File: config.mk
export PLATFORM = sky130hd
export DESIGN_NAME = spi_mem_bridge_flat
export DESIGN_NICKNAME = d
export VERILOG_FILES = /design/src/rtl/spi_mem_bridge_if.sv /design/src/rtl/spi_mem_bridge.sv /design/src/flat_wrapper.sv
export SDC_FILE = /design/constraint.sdc
export NUM_CORES = 2
export LEC_CHECK = 0
export CORE_ASPECT_RATIO = 1.75
export CORE_MARGIN = 2
export CORE_UTILIZATION = 45
export CTS_CLUSTER_SIZE = 24
export DETAILED_ROUTE_END_ITERATION = 16
export HOLD_SLACK_MARGIN = 0.1
export PLACE_DENSITY = 0.59
export SLEW_MARGIN = 20
export SYNTH_ARGS = -nofsm -noshare
export SYNTH_HDL_FRONTEND = slang
export SYNTH_SLANG_ARGS = --single-unit
File: constraint.sdc
create_clock -name clk -period 6.1 [get_ports clk]
set_input_delay 1.22 -clock clk [delete_from_list [all_inputs] [get_ports clk]]
set_output_delay 1.22 -clock clk [all_outputs]
set_load 0.005 [all_outputs]
File: src/rtl/spi_mem_bridge_if.sv
// SPI pin bundle for spi_mem_bridge: the SPI master side plus the status pins.
interface spi_mem_bridge_if #(
   parameter int DATA_WIDTH = 8
);
   logic                  cs;
   logic                  sck;
   logic                  mosi;
   logic                  miso;
   logic                  miso_oe;
   logic [DATA_WIDTH-1:0] led_out;
   logic                  busy;
   logic                  frame_err;

   modport master (
      output cs, sck, mosi,
      input  miso, miso_oe, led_out, busy, frame_err
   );

   modport slave (
      input  cs, sck, mosi,
      output miso, miso_oe, led_out, busy, frame_err
   );
endinterface

File: src/rtl/spi_mem_bridge.sv
// SPI peripheral giving an external master burst read/write access to a
// register memory. Everything runs on clk; cs/sck/mosi are oversampled.
// Frame: {write flag, start address} header, then auto-incrementing words.
module spi_mem_bridge #(
   parameter int DATA_WIDTH  = 8,
   parameter int ADDR_WIDTH  = 8,
   parameter int CPOL        = 0,
   parameter int CPHA        = 0,
   parameter int SYNC_STAGES = 2
) (
   input logic              clk,
   input logic              reset,
   spi_mem_bridge_if.slave  bus
);

   localparam int HDR_BITS = ADDR_WIDTH + 1;
   localparam int RX_BITS  = (HDR_BITS > DATA_WIDTH) ? HDR_BITS : DATA_WIDTH;
   localparam int CNT_BITS = $clog2(RX_BITS + 1);
   localparam logic [CNT_BITS-1:0] HDR_LAST  = CNT_BITS'(HDR_BITS - 1);
   localparam logic [CNT_BITS-1:0] WORD_LAST = CNT_BITS'(DATA_WIDTH - 1);
   localparam bit SAMPLE_RISE = (CPOL == CPHA);

   typedef enum logic [1:0] {IDLE, HEADER, WRITE, READ} state_t;
   state_t state, stateNext;

   logic [SYNC_STAGES-1:0] csSync, sckSync, mosiSync;
   logic                   csS, sckS, mosiS;
   logic                   csPrev, sckPrev;
   logic                   csFall, csRise, sampleEdge, shiftEdge;

   logic [CNT_BITS-1:0]    bitCnt;
   logic [RX_BITS-2:0]     rxReg;
   logic [RX_BITS-1:0]     rxNext;
   logic [ADDR_WIDTH-1:0]  addr, addrNext;
   logic [DATA_WIDTH-1:0]  memRd, txReg;
   logic                   txLoad, misoReg, misoOeReg, frameErrReg;
   logic                   hdrDone, wordDone, fetch, memWe;

   logic [DATA_WIDTH-1:0]  mem [2**ADDR_WIDTH];

   // Synchronisers and sck history; no reset needed on pure sampling flops.
   always_ff @(posedge clk) begin
      csSync   <= {csSync[SYNC_STAGES-2:0], bus.cs};
      sckSync  <= {sckSync[SYNC_STAGES-2:0], bus.sck};
      mosiSync <= {mosiSync[SYNC_STAGES-2:0], bus.mosi};
      sckPrev  <= sckS;
   end

   assign csS   = csSync[SYNC_STAGES-1];
   assign sckS  = sckSync[SYNC_STAGES-1];
   assign mosiS = mosiSync[SYNC_STAGES-1];

   // csPrev resets low so a cs held low across reset never looks like a fall.
   assign csFall     = csPrev & ~csS;
   assign csRise     = ~csPrev & csS;
   assign sampleEdge = SAMPLE_RISE ? (sckS & ~sckPrev) : (~sckS & sckPrev);
   assign shiftEdge  = SAMPLE_RISE ? (~sckS & sckPrev) : (sckS & ~sckPrev);

   assign rxNext   = {rxReg, mosiS};
   assign hdrDone  = (state == HEADER) && sampleEdge && (bitCnt == HDR_LAST);
   assign wordDone = ((state == WRITE) || (state == READ)) && sampleEdge &&
                     (bitCnt == WORD_LAST);
   assign memWe    = wordDone && (state == WRITE);
   assign fetch    = hdrDone || wordDone;
   assign addrNext = hdrDone ? rxNext[ADDR_WIDTH-1:0] : addr + ADDR_WIDTH'(1);

   // State register.
   always_ff @(posedge clk) begin
      if (reset) state <= IDLE;
      else       state <= stateNext;
   end

   // Next-state: header picks the burst direction, cs rise always aborts.
   always_comb begin
      stateNext = state;
      case (state)
         IDLE:    if (csFall)  stateNext = HEADER;
         HEADER:  if (hdrDone) stateNext = rxNext[HDR_BITS-1] ? WRITE : READ;
         default: ;
      endcase
      if (csRise) stateNext = IDLE;
   end

   // Memory array; word 0 is cleared by reset because it drives led_out.
   always_ff @(posedge clk) begin
      if (reset)      mem[0]    <= '0;
      else if (memWe) mem[addr] <= rxNext[DATA_WIDTH-1:0];
   end

   // Bit counting, address walk, registered fetch and miso shifting.
   always_ff @(posedge clk) begin
      if (reset) begin
         csPrev      <= 1'b0;
         bitCnt      <= '0;
         rxReg       <= '0;
         addr        <= '0;
         memRd       <= '0;
         txLoad      <= 1'b0;
         txReg       <= '0;
         misoReg     <= 1'b0;
         misoOeReg   <= 1'b0;
         frameErrReg <= 1'b0;
      end else begin
         csPrev      <= csS;
         misoOeReg   <= ~csS;
         frameErrReg <= csRise && (state != IDLE) && (bitCnt != '0);
         txLoad      <= fetch;
         if (fetch) begin
            addr  <= addrNext;
            // write-first: only collides when the address space is one word
            memRd <= (memWe && (addr == addrNext)) ? rxNext[DATA_WIDTH-1:0]
                                                   : mem[addrNext];
         end
         if ((state == IDLE) || csRise) begin
            bitCnt <= '0;
         end else if (sampleEdge) begin
            rxReg  <= rxNext[RX_BITS-2:0];
            bitCnt <= fetch ? '0 : bitCnt + CNT_BITS'(1);
         end
         if ((state == WRITE) || (state == READ)) begin
            if (txLoad) begin
               txReg <= memRd;
            end else if (shiftEdge) begin
               misoReg <= txReg[DATA_WIDTH-1];
               txReg   <= {txReg[DATA_WIDTH-2:0], 1'b0};
            end
         end else begin
            misoReg <= 1'b0;
         end
      end
   end

   assign bus.miso      = misoReg;
   assign bus.miso_oe   = misoOeReg;
   assign bus.led_out   = mem[0];
   assign bus.busy      = (state != IDLE);
   assign bus.frame_err = frameErrReg;

endmodule
File: src/flat_wrapper.sv
// flat-port wrapper written by rule: the top's interface ports become plain ports
module spi_mem_bridge_flat 
#(
   parameter int DATA_WIDTH  = 8,
   parameter int ADDR_WIDTH  = 8,
   parameter int CPOL        = 0,
   parameter int CPHA        = 0,
   parameter int SYNC_STAGES = 2
)
  (clk, reset, bus_cs, bus_sck, bus_mosi, bus_miso, bus_miso_oe, bus_led_out, bus_busy, bus_frame_err);
  spi_mem_bridge_if #(.DATA_WIDTH(DATA_WIDTH)) bus_i ();
  input logic clk;
  input logic reset;
  input wire logic [$bits(bus_i.cs)-1:0] bus_cs;
  input wire logic [$bits(bus_i.sck)-1:0] bus_sck;
  input wire logic [$bits(bus_i.mosi)-1:0] bus_mosi;
  output wire logic [$bits(bus_i.miso)-1:0] bus_miso;
  output wire logic [$bits(bus_i.miso_oe)-1:0] bus_miso_oe;
  output wire logic [$bits(bus_i.led_out)-1:0] bus_led_out;
  output wire logic [$bits(bus_i.busy)-1:0] bus_busy;
  output wire logic [$bits(bus_i.frame_err)-1:0] bus_frame_err;
  assign bus_i.cs = bus_cs;
  assign bus_i.sck = bus_sck;
  assign bus_i.mosi = bus_mosi;
  assign bus_miso = bus_i.miso;
  assign bus_miso_oe = bus_i.miso_oe;
  assign bus_led_out = bus_i.led_out;
  assign bus_busy = bus_i.busy;
  assign bus_frame_err = bus_i.frame_err;
  spi_mem_bridge #(.DATA_WIDTH(DATA_WIDTH), .ADDR_WIDTH(ADDR_WIDTH), .CPOL(CPOL), .CPHA(CPHA), .SYNC_STAGES(SYNC_STAGES)) u_core (.clk(clk), .reset(reset), .bus(bus_i));
endmodule
# --- Word level (Yosys, flattened, before mapping) ---
# Memories as Yosys holds them, arrays and structs flattened. A register that Yosys moved wholly into a read port is not among the register bits.
# Index checks and enable logic that the tools add are counted.
# W data, S select, Z words.
classes:
  n_mux: 16
  bitwise: 11
  n_addsub: 2
  eq_ne: 7
  n_reduce_logical: 23
ops:
  columns: ["op", "n"]
  rows:
  - ["$mux W8", 5]
  - ["$add A8 B1 Y8 const B", 1]
  - ["$reduce_or A8 Y1", 1]
  - ["$logic_and A1 B1 Y1", 7]
  - ["$mux W1", 7]
  - ["$not A1 Y1", 7]
  - ["$reduce_and A2 Y1", 3]
  - ["$reduce_bool A2 Y1", 3]
  - ["$reduce_or A2 Y1", 3]
  - ["$add A4 B1 Y4 const B", 1]
  - ["$and A1 B1 Y1", 4]
  - ["$eq A2 B2 Y1 const B", 2]
  - ["$eq A4 B3 Y1 const B", 1]
  - ["$eq A4 B4 Y1 const B", 1]
  - ["$mux W2", 2]
  - ["$mux W4", 1]
  - ["$ne A2 B1 Y1 const B", 2]
  - ["$pmux W2 S2", 1]
  - ["$reduce_bool A4 Y1", 1]
  - ["$logic_or A1 B1 Y1", 3]
  - ["$reduce_and A3 Y1", 1]
  - ["$eq A2 B1 Y1 const B", 1]
  - ["$logic_not A2 Y1", 1]
totals:
  in_bits: 5
  reg_bits: 42
  memories: 1
  ramBits: 2048
  output_inout_bits: 12
  wordCells: 74
memory_table:
  columns: ["name", "words", "width", "read_ports", "rd_clocked_by_memory_dff", "wr", "line", "source"]
  rows:
  - ["u_core.mem", 256, 8, 2, 1, 1, "spi_mem_bridge.sv:39", "logic [DATA_WIDTH-1:0] mem [2**ADDR_WIDTH];"]

# --- Longest topological paths before layout ---
depth:
  depth_word: 10
  mapped_depth: 17
  mapped_depth_nobuf: 11

# --- Worst setup path after synthesis ---
# No wires, ideal clock.
synth_path:
  kind: "in2reg"
  start: "in reset"
  end: "mem u_core.mem[0][0] (data pin)"
  setup_slack_ps: 255
  t_required_ps: 5232
  stages: 2
  arrival_time_ps: 4976
  path_buffers: 0
  setup_time_ps: 868
  cell_sequence: "nor3_1 -> and2_1"
synth_between:
  elab_chain_cells: 4
synth_lines:
  columns: ["element", "line", "source"]
  rows:
  - ["start, declared", "flat_wrapper.sv:13", "input logic reset;"]
  - ["$mux W1", "spi_mem_bridge.sv:86", "if (reset) mem[0] <= '0;"]
  - ["$mux W1 (implied by the code)", "spi_mem_bridge.sv:87", "else if (memWe) mem[addr] <= rxNext[DATA_WIDTH-1:0];"]
  - ["$reduce_or A8 Y1 (no source line)", null, null]
  - ["$mux W8 (no source line)", null, null]
  - ["end, declared", "spi_mem_bridge.sv:39", null]
# No other way between the ends.

# --- Worst setup path in the final report ---
layout_path:
  start: "reg u_core.bitCnt[0]"
  end: "reg u_core.memRd[0] (read register of u_core.mem)"
layout_between:
  elab_chain_cells: 3
  elab_cells_between_ends: 6
  classes_between: "2 x eq/ne; 1 x mux; 3 x reduce/logical"
layout_lines:
  columns: ["element", "line", "source"]
  rows:
  - ["start, declared", "spi_mem_bridge.sv:31", "logic [CNT_BITS-1:0] bitCnt;"]
  - ["start signal, assigned", "spi_mem_bridge.sv:118", "bitCnt <= fetch ? '0 : bitCnt + CNT_BITS'(1);"]
  - ["$eq A4 B4 Y1 or $eq A4 B3 Y1 (tied branches)", "spi_mem_bridge.sv:60, spi_mem_bridge.sv:62", null]
  - ["$logic_and A1 B1 Y1 (on tied branches)", "spi_mem_bridge.sv:60, spi_mem_bridge.sv:61", null]
  - ["$mux W8 or $logic_or A1 B1 Y1 (tied branches)", "spi_mem_bridge.sv:65, spi_mem_bridge.sv:64", null]
  - ["end, declared", "spi_mem_bridge.sv:35", "logic [DATA_WIDTH-1:0] memRd, txReg;"]
# Parallel ways exist; a longest one is shown, timed or not.
# A chain may end at the register's enable or synchronous reset.

==> impl_metrics.ini <==
[sta]
worstMarginPinSlew_ns = 1.30
rsz0062_at_grt = false
relSlewSlack_pct = 13.2
fin_hold_ws_ns = 0.336
setup-violations-final = 0
fin_crit_ns = 5.49
finalHoldViolCount = 0
fmax_mhz = 182
setup_tns_ns = 0
finClkSkew_ns = 0.0580
drv_slew = 0
fin_crit_sh_pct = 90.0

[detailed_routing]
first_iter_violations = 5540
drt-wirelength-per-cell_um = 30.1
first_pass_iters = 9
vias_per_cell = 6.08
antenna_left = 0
drc = 0
wl_mm = 262
num_vias = 52800

[pwr]
ir_worst_vdd_mv = 0.264
switching_share_pct = 19.2
seqPwrFrac_pct = 56.7
p_int_w = 0.0222
powerDensity_mw_per_mm2 = 295
clockPowerShare_pct = 43.1
power.leakage_nw = 28.9
comb_power_share_pct = 0.1
power_switching_w = 0.00526

[clocking]
clock_path_buffers = 4
cts_setup_buffers = 0
h-tree-depth = 4
cts_buffers = 188
clkLatencyLatePin_ns = 0.83
holdBufCountCts = 0
root_buffer = clkbuf_16
ctsResizeCount = 0
cts_num_sinks = 2098
cts_tree = yes
clk_pin_slew_ns = 0.07

[yosys]
synthDistinctLibCells = 69
yosys-mux-area-fraction_pct = 1.62
synth_warnings = 0
syn_area_mm2 = 0.0835
synth_top_family_by_area = simple AND/OR/NAND/NOR gates
synth_xor_area_share_pct = 0.115
synth_edf_count = 2048
ys_seq_elements = 2098
synth-simple-area-share_pct = 11.9
syn_area_per_cell_um2 = 13.5
postSynthCellCount = 6163
yosysSeqAreaShare_pct = 74.8
synth_top_area_share_pct = 73.7
synth_area_leaders = edfxtp_1 (74%), nand2_1 (6.2%), nand3_1 (2.2%), a21oi_1 (2.1%), a211oi_1 (1.6%)
yosys.area_share.adder_pct = 0.0450
synth_area_leader_cell = edfxtp_1
postSynth.asyncResetShare_pct = 0
synth_compound_area_share_pct = 8.92
synthFlopType = edfxtp_1
syn_nets = 6171

[grt]
grt_max_degree = 175
grt_antenna_before_repair = 9
grt_usage_pct = 27.2
grtUsageMet1_pct = 31.4
overflow = 0
grt.busiest_layer = met2
grt_pass1_wl_mm = 370
grt.met2_usage_pct = 47.2
grt_pass1_vias = 51800
grtUsageMet3_pct = 3.28

[floorplan]
die_height_um = 574
start_util_pct = 45.2
io_pins = 17
fp.dieW_um = 330
core_mm2 = 0.185
dieArea_mm2 = 0.189
fp-row-count = 209

[critical_path]
worstSetupEndpointType = flip-flop
worstSetupStartpointType = flip-flop
worstPathArrival_ns = 6.17
crit_required_ns = 6.78
crit_fanout = 42
path_class = flip-flop to flip-flop

[layout]
nFillCells = 15700
layout_commonest_cell = edfxtp_1
drive_gt1_share_pct = 8.68
final_cell_mix = edfxtp_1 (2048), nand2_1 (1356), nand3_1 (370)
syn2layout_area_growth_pct = 11.3
final_cell_area_mm2 = 0.0930
nets = 6132

[placed_design]
hpwl_mm = 161
dpl_cell_area_mm2 = 0.0870
place_congestion = 0.916
io_buffer_count = 16

[job]
drv_cap = 0

[run_status]
status = completed

[min_path]
hold_path.class = flip-flop to flip-flop
==> stage by stage <==
step	total power [W]	setup WS, ns	util [%]	std cells
CTS	0.0275	0.865	50.3	8683
detailed placement	0.0159	0.878	47.0	8358
floorplan	0.0159	0.255	-	6163
finish	0.0274	0.608	50.3	8688
global placement	0.0159	0.241	47.0	8357
global route	0.0280	0.766	50.3	8686
==> layout make-up <==
type                       instances  area [um2]  area share [%]
antenna                            3        7.51         0.00808
clock buffer                     234        5030            5.42
clock inverter                    91         918           0.988
inverter                           4        15.0          0.0162
multi-input combinational       3606       19200            20.6
sequential                      2098       62500            67.2
tap                             2426        3040            3.27
timing repair buffer             226        2280            2.46
==> registers in the layout, summed over array words and instances (netlist names) <==
register,flops
u_core.sckPrev,1
u_core.bitCnt,4
u_core.bus.frame_err,1
u_core.mem,2048
u_core.bus.miso,1
u_core.rxReg,8
u_core.bus.miso_oe,1
u_core.sckSync,2
u_core.csPrev,1
u_core.memRd,8
u_core.csSync,2
u_core.txLoad,1
u_core.state,2
u_core.txReg,8
u_core.addr,8
u_core.mosiSync,2
==> Yosys cell counts (10+ instances only) <==
cell / number
nor4_1: 21
a311oi_1: 62
nor3_1: 15
a211o_1: 11
nor2_1: 309
a21oi_1: 355
mux2i_1: 128
buf_1: 44
clkbuf_1: 174
and2_1: 13
a31o_2: 11
a222oi_1: 27
nand4_1: 46
a31oi_1: 205
buf_4: 30
nand3_1: 371
a211oi_1: 181
a22oi_1: 35
edfxtp_1: 2048
buf_2: 202
a22o_1: 15
o21bai_1: 10
a32oi_1: 75
and3_1: 135
o21ai_0: 76
a2111oi_0: 11
nand2_1: 1375
dfxtp_1: 50
==> critical path, stage by stage, from the launching register on <==
cell	delay [ns]
dfxtp_1	0.41
inv_1	0.07
ha_1	0.22
and4bb_1	0.38
and2_1	0.26
nor2_4	0.90
buf_12	0.34
mux2i_1	0.22
a2111oi_1	0.21
a221oi_1	1.04
o22ai_1	0.14
a2111oi_0	0.83
buf_4	0.23
nor4_1	0.05
==> worst paths after layout <==
path,from,endpoint,slack (ns),cells past startpoint
worst min-delay path,u_core.csSync[0],u_core.csSync[1],0.34,0
worst min register to register,u_core.csSync[0],u_core.csSync[1],0.34,0
worst max register to register,u_core.bitCnt[0],u_core.memRd[0],0.61,13
worst max-delay path,u_core.bitCnt[0],u_core.memRd[0],0.61,13
==> power groups by stage <==
stage | logic, W | registers (W) | clock network (W)
after floorplan | 0.0000140 | 0.0159 | 0
after global placement | 0.0000332 | 0.0159 | 0
after detailed placement | 0.0000333 | 0.0159 | 0
after CTS | 0.0000335 | 0.0156 | 0.0119
after global routing | 0.0000347 | 0.0156 | 0.0124
final | 0.0000341 | 0.0156 | 0.0118
==> layer usage <==
layer	part of all wire [%]	wire, um
met1	35	91200
met2	51	133000
met3	6.4	16700
met4	7.8	20400
met5	0.0099	26
==> cells by family (layout without fill, tap and decap cells) <==
| kind of cell | after synthesis | count (layout) |
|---|---|---|
| AND/OR/NAND/NOR | 2329 | 2329 |
| flip-flops | 2098 | 2098 |
| AO/OA/AOI/OAI | 1130 | 1130 |
| buffers and inverters | 459 | 555 |
| multiplexers | 133 | 133 |
| XOR/XNOR | 11 | 11 |
| adder cells (fa/ha/maj) | 3 | 3 |
| other | 0 | 3 |
Note: power is estimated with default switching activity, not from simulation.
